==> src/rtl/riscv_hazard_ctrl_pkg.sv <==
// Shared encodings for the RV32I pipeline sequencer: rd-source selects,
// forwarding selects and hazard-FSM states.
package riscv_hazard_ctrl_pkg;

   localparam logic [1:0] SRC_RD_ALU  = 2'b00;
   localparam logic [1:0] SRC_RD_LOAD = 2'b01;
   localparam logic [1:0] SRC_RD_PC4  = 2'b10;

   typedef enum logic [1:0] {
      FWD_RF = 2'b00,
      FWD_WB = 2'b01,
      FWD_MM = 2'b10
   } fwd_sel_e;

   typedef enum logic {
      ST_IDLE     = 1'b0,
      ST_MEM_WAIT = 1'b1
   } hz_state_e;

endpackage

==> src/rtl/riscv_fwd_unit.sv <==
// EX-stage operand forwarding compare for one source register; MM wins over WB.
module riscv_fwd_unit
   import riscv_hazard_ctrl_pkg::*;
(
   input  logic [4:0] rs_addr,
   input  logic [4:0] mm_rd_addr,
   input  logic       mm_reg_wr_en,
   input  logic [4:0] wb_rd_addr,
   input  logic       wb_reg_wr_en,
   output fwd_sel_e   fwd_sel
);

   always_comb begin
      fwd_sel = FWD_RF;
      if (mm_reg_wr_en && (mm_rd_addr != 5'd0) && (mm_rd_addr == rs_addr))
         fwd_sel = FWD_MM;
      else if (wb_reg_wr_en && (wb_rd_addr != 5'd0) && (wb_rd_addr == rs_addr))
         fwd_sel = FWD_WB;
   end

endmodule

==> src/rtl/riscv_hazard_ctrl.sv <==
// Pipeline sequencer for the 5-stage RV32I core: register enables/clears,
// operand forwarding, data-memory wait FSM and a saturating stall counter.
module riscv_hazard_ctrl
   import riscv_hazard_ctrl_pkg::*;
#(
   parameter logic [1:0]  SRC_RD_MEM  = SRC_RD_LOAD,
   parameter int unsigned MEM_TIMEOUT = 16,
   parameter int unsigned CNT_W       = 32
) (
   input  logic             i_clk,
   input  logic             i_rstn,
   input  logic [4:0]       i_de_rs1_addr,
   input  logic [4:0]       i_de_rs2_addr,
   input  logic [4:0]       i_ex_rs1_addr,
   input  logic [4:0]       i_ex_rs2_addr,
   input  logic [4:0]       i_ex_rd_addr,
   input  logic [1:0]       i_ex_src_rd,
   input  logic             i_ex_reg_wr_en,
   input  logic             i_ex_branch_taken,
   input  logic [4:0]       i_mm_rd_addr,
   input  logic             i_mm_reg_wr_en,
   input  logic [4:0]       i_wb_rd_addr,
   input  logic             i_wb_reg_wr_en,
   input  logic             i_mm_mem_req,
   input  logic             i_mm_mem_ack,
   output logic             o_pc_en,
   output logic             o_fd_en,
   output logic             o_fd_clear,
   output logic             o_de_en,
   output logic             o_de_clear,
   output logic             o_em_en,
   output logic             o_mw_en,
   output logic             o_mw_clear,
   output logic [1:0]       o_fwd_a,
   output logic [1:0]       o_fwd_b,
   output logic             o_mem_err,
   output logic [CNT_W-1:0] o_stall_cnt
);

   localparam logic [7:0] WAIT_LAST = 8'(MEM_TIMEOUT - 1);

   hz_state_e        state_q, state_d;
   logic [7:0]       wait_q;
   logic             mem_err_q;
   logic [CNT_W-1:0] stall_q;
   logic             mem_pending, wait_expired, timeout;
   logic             freeze, branch, load_use;
   fwd_sel_e         sel_a, sel_b;

   assign mem_pending  = i_mm_mem_req & ~i_mm_mem_ack;
   assign wait_expired = (state_q == ST_MEM_WAIT) && (wait_q == WAIT_LAST);
   assign timeout      = wait_expired & ~i_mm_mem_ack;

   always_comb begin
      state_d = state_q;
      case (state_q)
         ST_IDLE:     if (mem_pending) state_d = ST_MEM_WAIT;
         ST_MEM_WAIT: if (i_mm_mem_ack || wait_expired) state_d = ST_IDLE;
         default:     state_d = ST_IDLE;
      endcase
   end

   // Hazard terms are gated by reset so the pipeline sees plain "run" while held.
   assign freeze   = i_rstn & ((state_q == ST_MEM_WAIT) | ((state_q == ST_IDLE) & mem_pending));
   assign branch   = i_rstn & i_ex_branch_taken;
   assign load_use = i_rstn && (i_ex_src_rd == SRC_RD_MEM) && i_ex_reg_wr_en
                     && (i_ex_rd_addr != 5'd0)
                     && ((i_ex_rd_addr == i_de_rs1_addr) || (i_ex_rd_addr == i_de_rs2_addr));

   always_comb begin
      o_pc_en    = 1'b1;
      o_fd_en    = 1'b1;
      o_fd_clear = 1'b0;
      o_de_en    = 1'b1;
      o_de_clear = 1'b0;
      o_em_en    = 1'b1;
      o_mw_en    = 1'b1;
      o_mw_clear = 1'b0;
      if (freeze) begin
         o_pc_en    = 1'b0;
         o_fd_en    = 1'b0;
         o_de_en    = 1'b0;
         o_em_en    = 1'b0;
         o_mw_clear = 1'b1;
      end else if (branch) begin
         o_fd_clear = 1'b1;
         o_de_clear = 1'b1;
      end else if (load_use) begin
         o_pc_en    = 1'b0;
         o_fd_en    = 1'b0;
         o_de_clear = 1'b1;
      end
   end

   riscv_fwd_unit u_fwd_a (
      .rs_addr      (i_ex_rs1_addr),
      .mm_rd_addr   (i_mm_rd_addr),
      .mm_reg_wr_en (i_mm_reg_wr_en),
      .wb_rd_addr   (i_wb_rd_addr),
      .wb_reg_wr_en (i_wb_reg_wr_en),
      .fwd_sel      (sel_a)
   );

   riscv_fwd_unit u_fwd_b (
      .rs_addr      (i_ex_rs2_addr),
      .mm_rd_addr   (i_mm_rd_addr),
      .mm_reg_wr_en (i_mm_reg_wr_en),
      .wb_rd_addr   (i_wb_rd_addr),
      .wb_reg_wr_en (i_wb_reg_wr_en),
      .fwd_sel      (sel_b)
   );

   assign o_fwd_a = i_rstn ? sel_a : FWD_RF;
   assign o_fwd_b = i_rstn ? sel_b : FWD_RF;

   always_ff @(posedge i_clk) begin
      if (!i_rstn) begin
         state_q   <= ST_IDLE;
         wait_q    <= '0;
         mem_err_q <= 1'b0;
         stall_q   <= '0;
      end else begin
         state_q   <= state_d;
         wait_q    <= (state_q == ST_MEM_WAIT) ? wait_q + 8'd1 : '0;
         mem_err_q <= timeout;
         if (!o_pc_en && (stall_q != '1))
            stall_q <= stall_q + 1'b1;
      end
   end

   assign o_mem_err   = mem_err_q;
   assign o_stall_cnt = stall_q;

endmodule
==> config.mk <==
export PLATFORM = sky130hd
export DESIGN_NAME = riscv_hazard_ctrl
export DESIGN_NICKNAME = d
export VERILOG_FILES = /design/src/rtl/riscv_hazard_ctrl_pkg.sv /design/src/rtl/riscv_fwd_unit.sv /design/src/rtl/riscv_hazard_ctrl.sv
export SDC_FILE = /design/constraint.sdc
export NUM_CORES = 1
export LEC_CHECK = 0
export BUFFER_PORTS_ARGS = -buffer_cell sky130_fd_sc_hd__buf_2
export CORE_ASPECT_RATIO = 2
export CORE_MARGIN = 1
export CORE_UTILIZATION = 30
export CTS_CLUSTER_DIAMETER = 30
export DETAILED_ROUTE_END_ITERATION = 8
export HOLD_SLACK_MARGIN = 0.15
export PLACE_DENSITY_LB_ADDON = 0.1
export SYNTH_ARGS = -nofsm -noshare
export SYNTH_HDL_FRONTEND = slang
export SYNTH_SLANG_ARGS = --single-unit
==> constraint.sdc <==
create_clock -name i_clk -period 2.1 [get_ports i_clk]
set_input_delay 0.105 -clock i_clk [delete_from_list [all_inputs] [get_ports i_clk]]
set_output_delay 0.105 -clock i_clk [all_outputs]
set_load 0.01 [all_outputs]
==> Word level (Yosys, flattened, before mapping) <==
Cells that the tools add are included.
{ "totals": {"input_bits": 45, "reg_bits": 42, "wordCells": 61} }
{ "classes": {"n_addsub": 2, "n_mux": 19, "n_eq_ne": 9, "n_bitwise": 8, "n_reduce_logical": 19} }
{ "ops": {"columns": ["operator", "n"], "rows": [
  ["$add A32 B1 Y32 const B", 1],
  ["$ne A32 B32 Y1 const B", 1],
  ["$eq A5 B5 Y1", 6],
  ["$reduce_bool A5 Y1", 3],
  ["$mux W1", 14],
  ["$logic_and A1 B1 Y1", 12],
  ["$add A8 B1 Y8 const B", 1],
  ["$eq A8 B4 Y1 const B", 1],
  ["$mux W2", 4],
  ["$and A1 B1 Y1", 5],
  ["$eq A2 B1 Y1 const B", 1],
  ["$logic_or A1 B1 Y1", 2],
  ["$not A1 Y1", 2],
  ["$pmux W1 S2", 1],
  ["$reduce_and A2 Y1", 1],
  ["$logic_not A1 Y1", 1],
  ["$or A1 B1 Y1", 1]
]} }

==> Longest topological paths before layout <==
{ "logic_depth": {"ltp_word": 10, "mapped_depth": 10, "depth_no_buf": 7} }

==> Hierarchy <==
Synthesis repeated with hierarchy kept, for this count alone.
{ "unflattened": {"cells_unflattened": 294, "area_unflattened_um2": 2532.4} }
{ "by_module_without_submodules": {"columns": ["module", "cells_each", "area_each_um2", "instances"], "rows": [
  ["riscv_hazard_ctrl", 254, 2229.6, 1],
  ["riscv_fwd_unit", 20, 151.4, 2]
]} }

==> Worst setup path before layout <==
Ideal clock, no wire load.
{ "synth_timing": {"path_kind": "register -> register", "from": "register stall_q[11] (netlist: o_stall_cnt[11])", "to": "register stall_q[25] (netlist: o_stall_cnt[25])", "path_buffers": 3, "path_stages_with_launch": 10, "required_time_ps": 1978, "setup_ps": 122, "slack_ps": -103, "t_arrival_ps": 2082, "cell_sequence": "dfxtp_1 nand4_1 or4_4 nor4_4 or3_1 buf_6 buf_12 buf_12 nor3_2 mux2i_1"} }
{ "synth_via": {"elab_chain_cells": 2, "elab_cells_between_ends": 3, "classes_between": "add/sub: 1; eq/ne: 1; reduce/logical: 1"} }
{ "synth_lines": {"columns": ["element", "line_no", "text"], "rows": [
  ["start: declaration", "riscv_hazard_ctrl.sv:45", "logic [CNT_W-1:0] stall_q;"],
  ["start signal: assignment", "riscv_hazard_ctrl.sv:127", "stall_q <= stall_q + 1'b1;"],
  ["branches (longest 2 deep; another with $add A32 B1 Y32)", null, null]
]} }
Parallel ways; which one is timed is not known.
A chain may end at the register's enable or synchronous reset.

==> Final worst setup path <==
{ "layout_timing": {"from": "register stall_q[13] (netlist: o_stall_cnt[13])", "to": "register stall_q[23] (netlist: o_stall_cnt[23])"} }
Same word-level chain as after synthesis.

==> run summary <==
Counting instances in the post-synthesis netlist gives the leading cell types as 42 x sky130_fd_sc_hd__dfxtp_1, 26 x sky130_fd_sc_hd__nand2_1, 23 x sky130_fd_sc_hd__a21oi_1. The initial antenna violation count is 0, and the maximum net fanout on the critical path is 20. Transition time at the pin with the least slew margin: 0.5533 ns. The finished cells cover 3779 um^2. The per-cell routed wire length is 14.91 um. Sequential area share after synthesis: 32.84%. The run finished, with violations left. The end point of the worst hold path is o_stall_cnt[4]. Static timing analysis puts the maximum clock frequency at 475.9 MHz.

Entering global routing, the biggest net connects 21 pins. The setup check on the worst reg-to-reg path leaves a slack of -0.001 ns. Total iterations of the first detailed-routing run: 4. The logs give 0 for the number of warnings reported in the yosys synthesis log and 850 for the number of fillers in the final layout.

Setup repair after global routing could not meet its margin everywhere. For the post-layout worst setup margin, the log shows -0.001404 ns. The number of instances in the synthesized netlist is 302. Die outline height: 132.6 um. The final reports fail on setup timing.

Switching part of the total power: 24.52%. The logs give 2814 for the via count of the first global-routing pass and 0.0002334 V for the highest ir drop seen on vdd. Across every metal layer, demand over resource in global routing totals 19.61%. For the count of standard-cell rows, the log shows 47. The final-layout worst hold slack is 0.2273 ns, and the insertion delay to the later sink of the worst-skew pair is 0.29 ns.

After synthesis, the netlist uses 49 different library cells. The die is 67.32 um wide. The run gives 2829 as the via total after detailed routing. The most used flip-flop cell after synthesis is sky130_fd_sc_hd__dfxtp_1. The root buffer cell chosen for the clock tree is sky130_fd_sc_hd__clkbuf_16.

The critical path endpoint category was a register. Counting the buffers created by CTS gives 5. The logs give 502 for the total number of nets in the final design and 1.575 nW for the leakage power.

After routing, the total negative slack on setup checks comes to -0.001404 ns. Number of nets still failing antenna checks after routing: 0. Once placement finished, the instance area stood at 3548 um^2. The fraction of the cycle the final worst path needs was 100.1%; the area of the die was 8929 um^2. The tools report the count of final hold-check violations as 0. The tree built by TritonCTS fans out to 42 sinks. Of all cell types, the one taking the most synthesized area is sky130_fd_sc_hd__dfxtp_1. In this run the tool buffered the top-level ports with 88 buffer cells.

The synthesized design devotes to its leading area cell type 32.84% of total area. The start-to-end type of the worst setup path is reg2reg. The number of DRC violations after detailed routing was 0.

Across the run, the number of max-cap violations was 0. Among all cell types in the netlist, the one instantiated most often is sky130_fd_sc_hd__dfxtp_1. The share of total power dissipated in combinational logic is 13.0%. The cell internal power dissipation is 0.001345 W. The area of the mapped netlist was 2560 um^2.

After synthesis the netlist holds a flip-flop and latch count of 42. The per-cell via count in the routed design works out to 5.116. The type of origin of the critical path is a register. The H-tree generated during clock tree synthesis spans 2 levels. The number of cells on the worst hold path was 4. When the netlist entered floorplanning its net count stood at 349. The logs give 0.7914 for the final weighted congestion of routability-driven global placement and 42.2% for the share of total power in the clock network. The clock slew at the register clock pins of the worst setup and hold paths was 0.06 ns. In the post-synthesis netlist, the biggest area contributors are sky130_fd_sc_hd__dfxtp_1 33%, sky130_fd_sc_hd__xnor2_1 7.2%, sky130_fd_sc_hd__xor2_1 5.5%. The launch point of the worst hold path is i_rstn. The logs give 8292 um^2 for the core area and 0 for the total global routing overflow. After legalization and detailed placement, the total HPWL measured 6630 um. The number of enable-type register cells in the synthesized netlist works out to 0.

The minimum clock period works out to 2.101 ns. For the final database, setup skew stands at 0.005079 ns. The path class of the tightest hold or removal check is in2reg.

The final number of max-transition violations came out at 0. The final layout contains routed wiring with a total length of 8243 um. Timing analysis after detailed placement gives a worst setup slack of -0.1544 ns. The data required time of the critical path came out at 2.33 ns.

In this run the mean area of a mapped cell was 8.477 um^2. Data on the critical path arrives at its endpoint at 2.33 ns. Counting flops with an async set or reset pin after synthesis yields a share of 0%. The number of cells on the worst reg-to-reg path is 7. The ratio of total power to cell area is 471.6 nW/um^2, and the growth of design area from synthesis to finish is 47.60%. Setup violation total in the final timing report: 1.

In this run the critical register-to-register path is launched from o_stall_cnt[13]. Sequential cells account for 44.9% of the total power. The first global-routing pass estimated 13050 um of wire. The first routing iteration left 123 violations. The logs give 0 for the number of inserted diodes and 62.91% for the remaining max-slew budget at the tightest pin. In the final layout, the share of cells above drive strength 1 is 44.18%.

The endpoint identified for the worst register-to-register timing path is o_stall_cnt[23]. In this run the power spent charging and discharging nets is 0.0004370 W. Once the floorplan was initialized, standard cells occupied 30.87% of the core. In this run the count of I/O pins placed on the die edge is 90. The maximum buffer depth of the clock tree was 2. TritonCTS built the clock tree.
==> state kept, by name, indices dropped and copies added (netlist names) <==
name,cells
o_mem_err,1
o_stall_cnt,32
state_q,1
wait_q,8
==> worst max-delay path by stage <==
stage,start,end,slack (ns),depth (start not counted)
6_report,o_stall_cnt[13],o_stall_cnt[23],-0.001,7
3_5_place_dp,i_ex_rd_addr[0],o_stall_cnt[27],-0.15,9
3_3_place_gp,o_stall_cnt[27],o_stall_cnt[21],-0.12,7
5_1_grt,o_stall_cnt[13],o_stall_cnt[26],-0.09,6
2_1_floorplan,o_stall_cnt[26],o_stall_cnt[14],0.0005,7
4_1_cts,o_stall_cnt[13],o_stall_cnt[19],-0.02,8
==> final cells by class <==
| class | instances | area, um^2 | share of cell area (%) |
|---|---|---|---|
| timing repair buffer | 159 | 998.5 | 26.42 |
| multi-input combinational | 241 | 1648 | 43.61 |
| sequential | 42 | 854.6 | 22.62 |
| inverter | 6 | 22.52 | 0.5960 |
| tap | 98 | 122.6 | 3.245 |
| clock buffer | 7 | 132.6 | 3.510 |
==> cell usage in the layout (no fill, tap or decap), types with 5 or more instances in the layout <==
cell,instances
sky130_fd_sc_hd__buf_2,88
sky130_fd_sc_hd__buf_4,66
sky130_fd_sc_hd__dfxtp_1,33
sky130_fd_sc_hd__nand2_1,25
sky130_fd_sc_hd__a21oi_1,22
sky130_fd_sc_hd__xnor2_1,21
sky130_fd_sc_hd__nand3_1,18
sky130_fd_sc_hd__xor2_1,16
sky130_fd_sc_hd__nor2_1,13
sky130_fd_sc_hd__o31ai_1,12
sky130_fd_sc_hd__nand4_1,8
sky130_fd_sc_hd__dfxtp_2,8
sky130_fd_sc_hd__or4_1,7
sky130_fd_sc_hd__nor3_1,7
sky130_fd_sc_hd__nor4_1,6
sky130_fd_sc_hd__inv_1,6
sky130_fd_sc_hd__and3_1,6
sky130_fd_sc_hd__mux2i_1,6
sky130_fd_sc_hd__o21ai_0,5
sky130_fd_sc_hd__nand2b_1,5
sky130_fd_sc_hd__or4_2,5
sky130_fd_sc_hd__clkbuf_16,5
==> per-layer routing <==
| metal | wire length [um] | global-route usage, % | vias to the layer above |
|---|---|---|---|
| li1 | - | - | 1421 |
| met1 | 2947 | 18.05 | 1330 |
| met2 | 4872 | 38.94 | 66 |
| met3 | 220 | 2.672 | 12 |
| met4 | 203 | 8.865 | 0 |
| met5 | 0 | 0 | - |
==> logic make-up after synthesis <==
| kind of cell | after synthesis | share of synthesized area (%) |
|---|---|---|
| other | 1 | 0.1465 |
| xor gates and xnor gates | 37 | 12.66 |
| muxes | 6 | 2.346 |
| AOI/OAI and AO/OA | 58 | 14.32 |
| DFF | 42 | 32.84 |
| buffers and inverters | 19 | 5.229 |
| adders and majority gates | 2 | 0.9774 |
| and+or+nand+nor | 137 | 31.48 |
==> metrics by stage <==
step	utilization, %	power (W)	std cells
3_5_place_dp	42.79	0.001044	542
4_1_cts	45.28	0.001799	553
2_1_floorplan	-	0.0009350	302
6_report	45.57	0.001782	553
5_1_grt	45.57	0.001847	553
3_3_place_gp	42.79	0.001041	542
==> power by group through the flow <==
stage	sequential (W)	combinational [W]	clock (W)
after global placement	0.000817	0.000224	0
final	0.000800	0.000231	0.000752
after CTS	0.000799	0.000231	0.000768
after detailed placement	0.000817	0.000227	0
after floorplan	0.000819	0.000116	0
after global routing	0.000799	0.000253	0.000795
==> critical path, stage by stage, from the launching register on <==
cell and delay (ns):
sky130_fd_sc_hd__dfxtp_2 0.32, sky130_fd_sc_hd__nand4_1 0.16, sky130_fd_sc_hd__or4_4 0.18, sky130_fd_sc_hd__nor4_4 0.04, sky130_fd_sc_hd__or3_4 0.40, sky130_fd_sc_hd__buf_12 0.16, sky130_fd_sc_hd__or4_2 0.62, sky130_fd_sc_hd__a21oi_2 0.15
==> timing repair <==
action / CTS / global route
hold buffers: 2 / 0
pin swaps: 2 / 2
resized for setup: 8 / 6
setup buffers: 2 / 0
hold endpoints to repair: 2 / 0
setup endpoints to repair: 17 / 23
(Power assumes the default switching activity.)
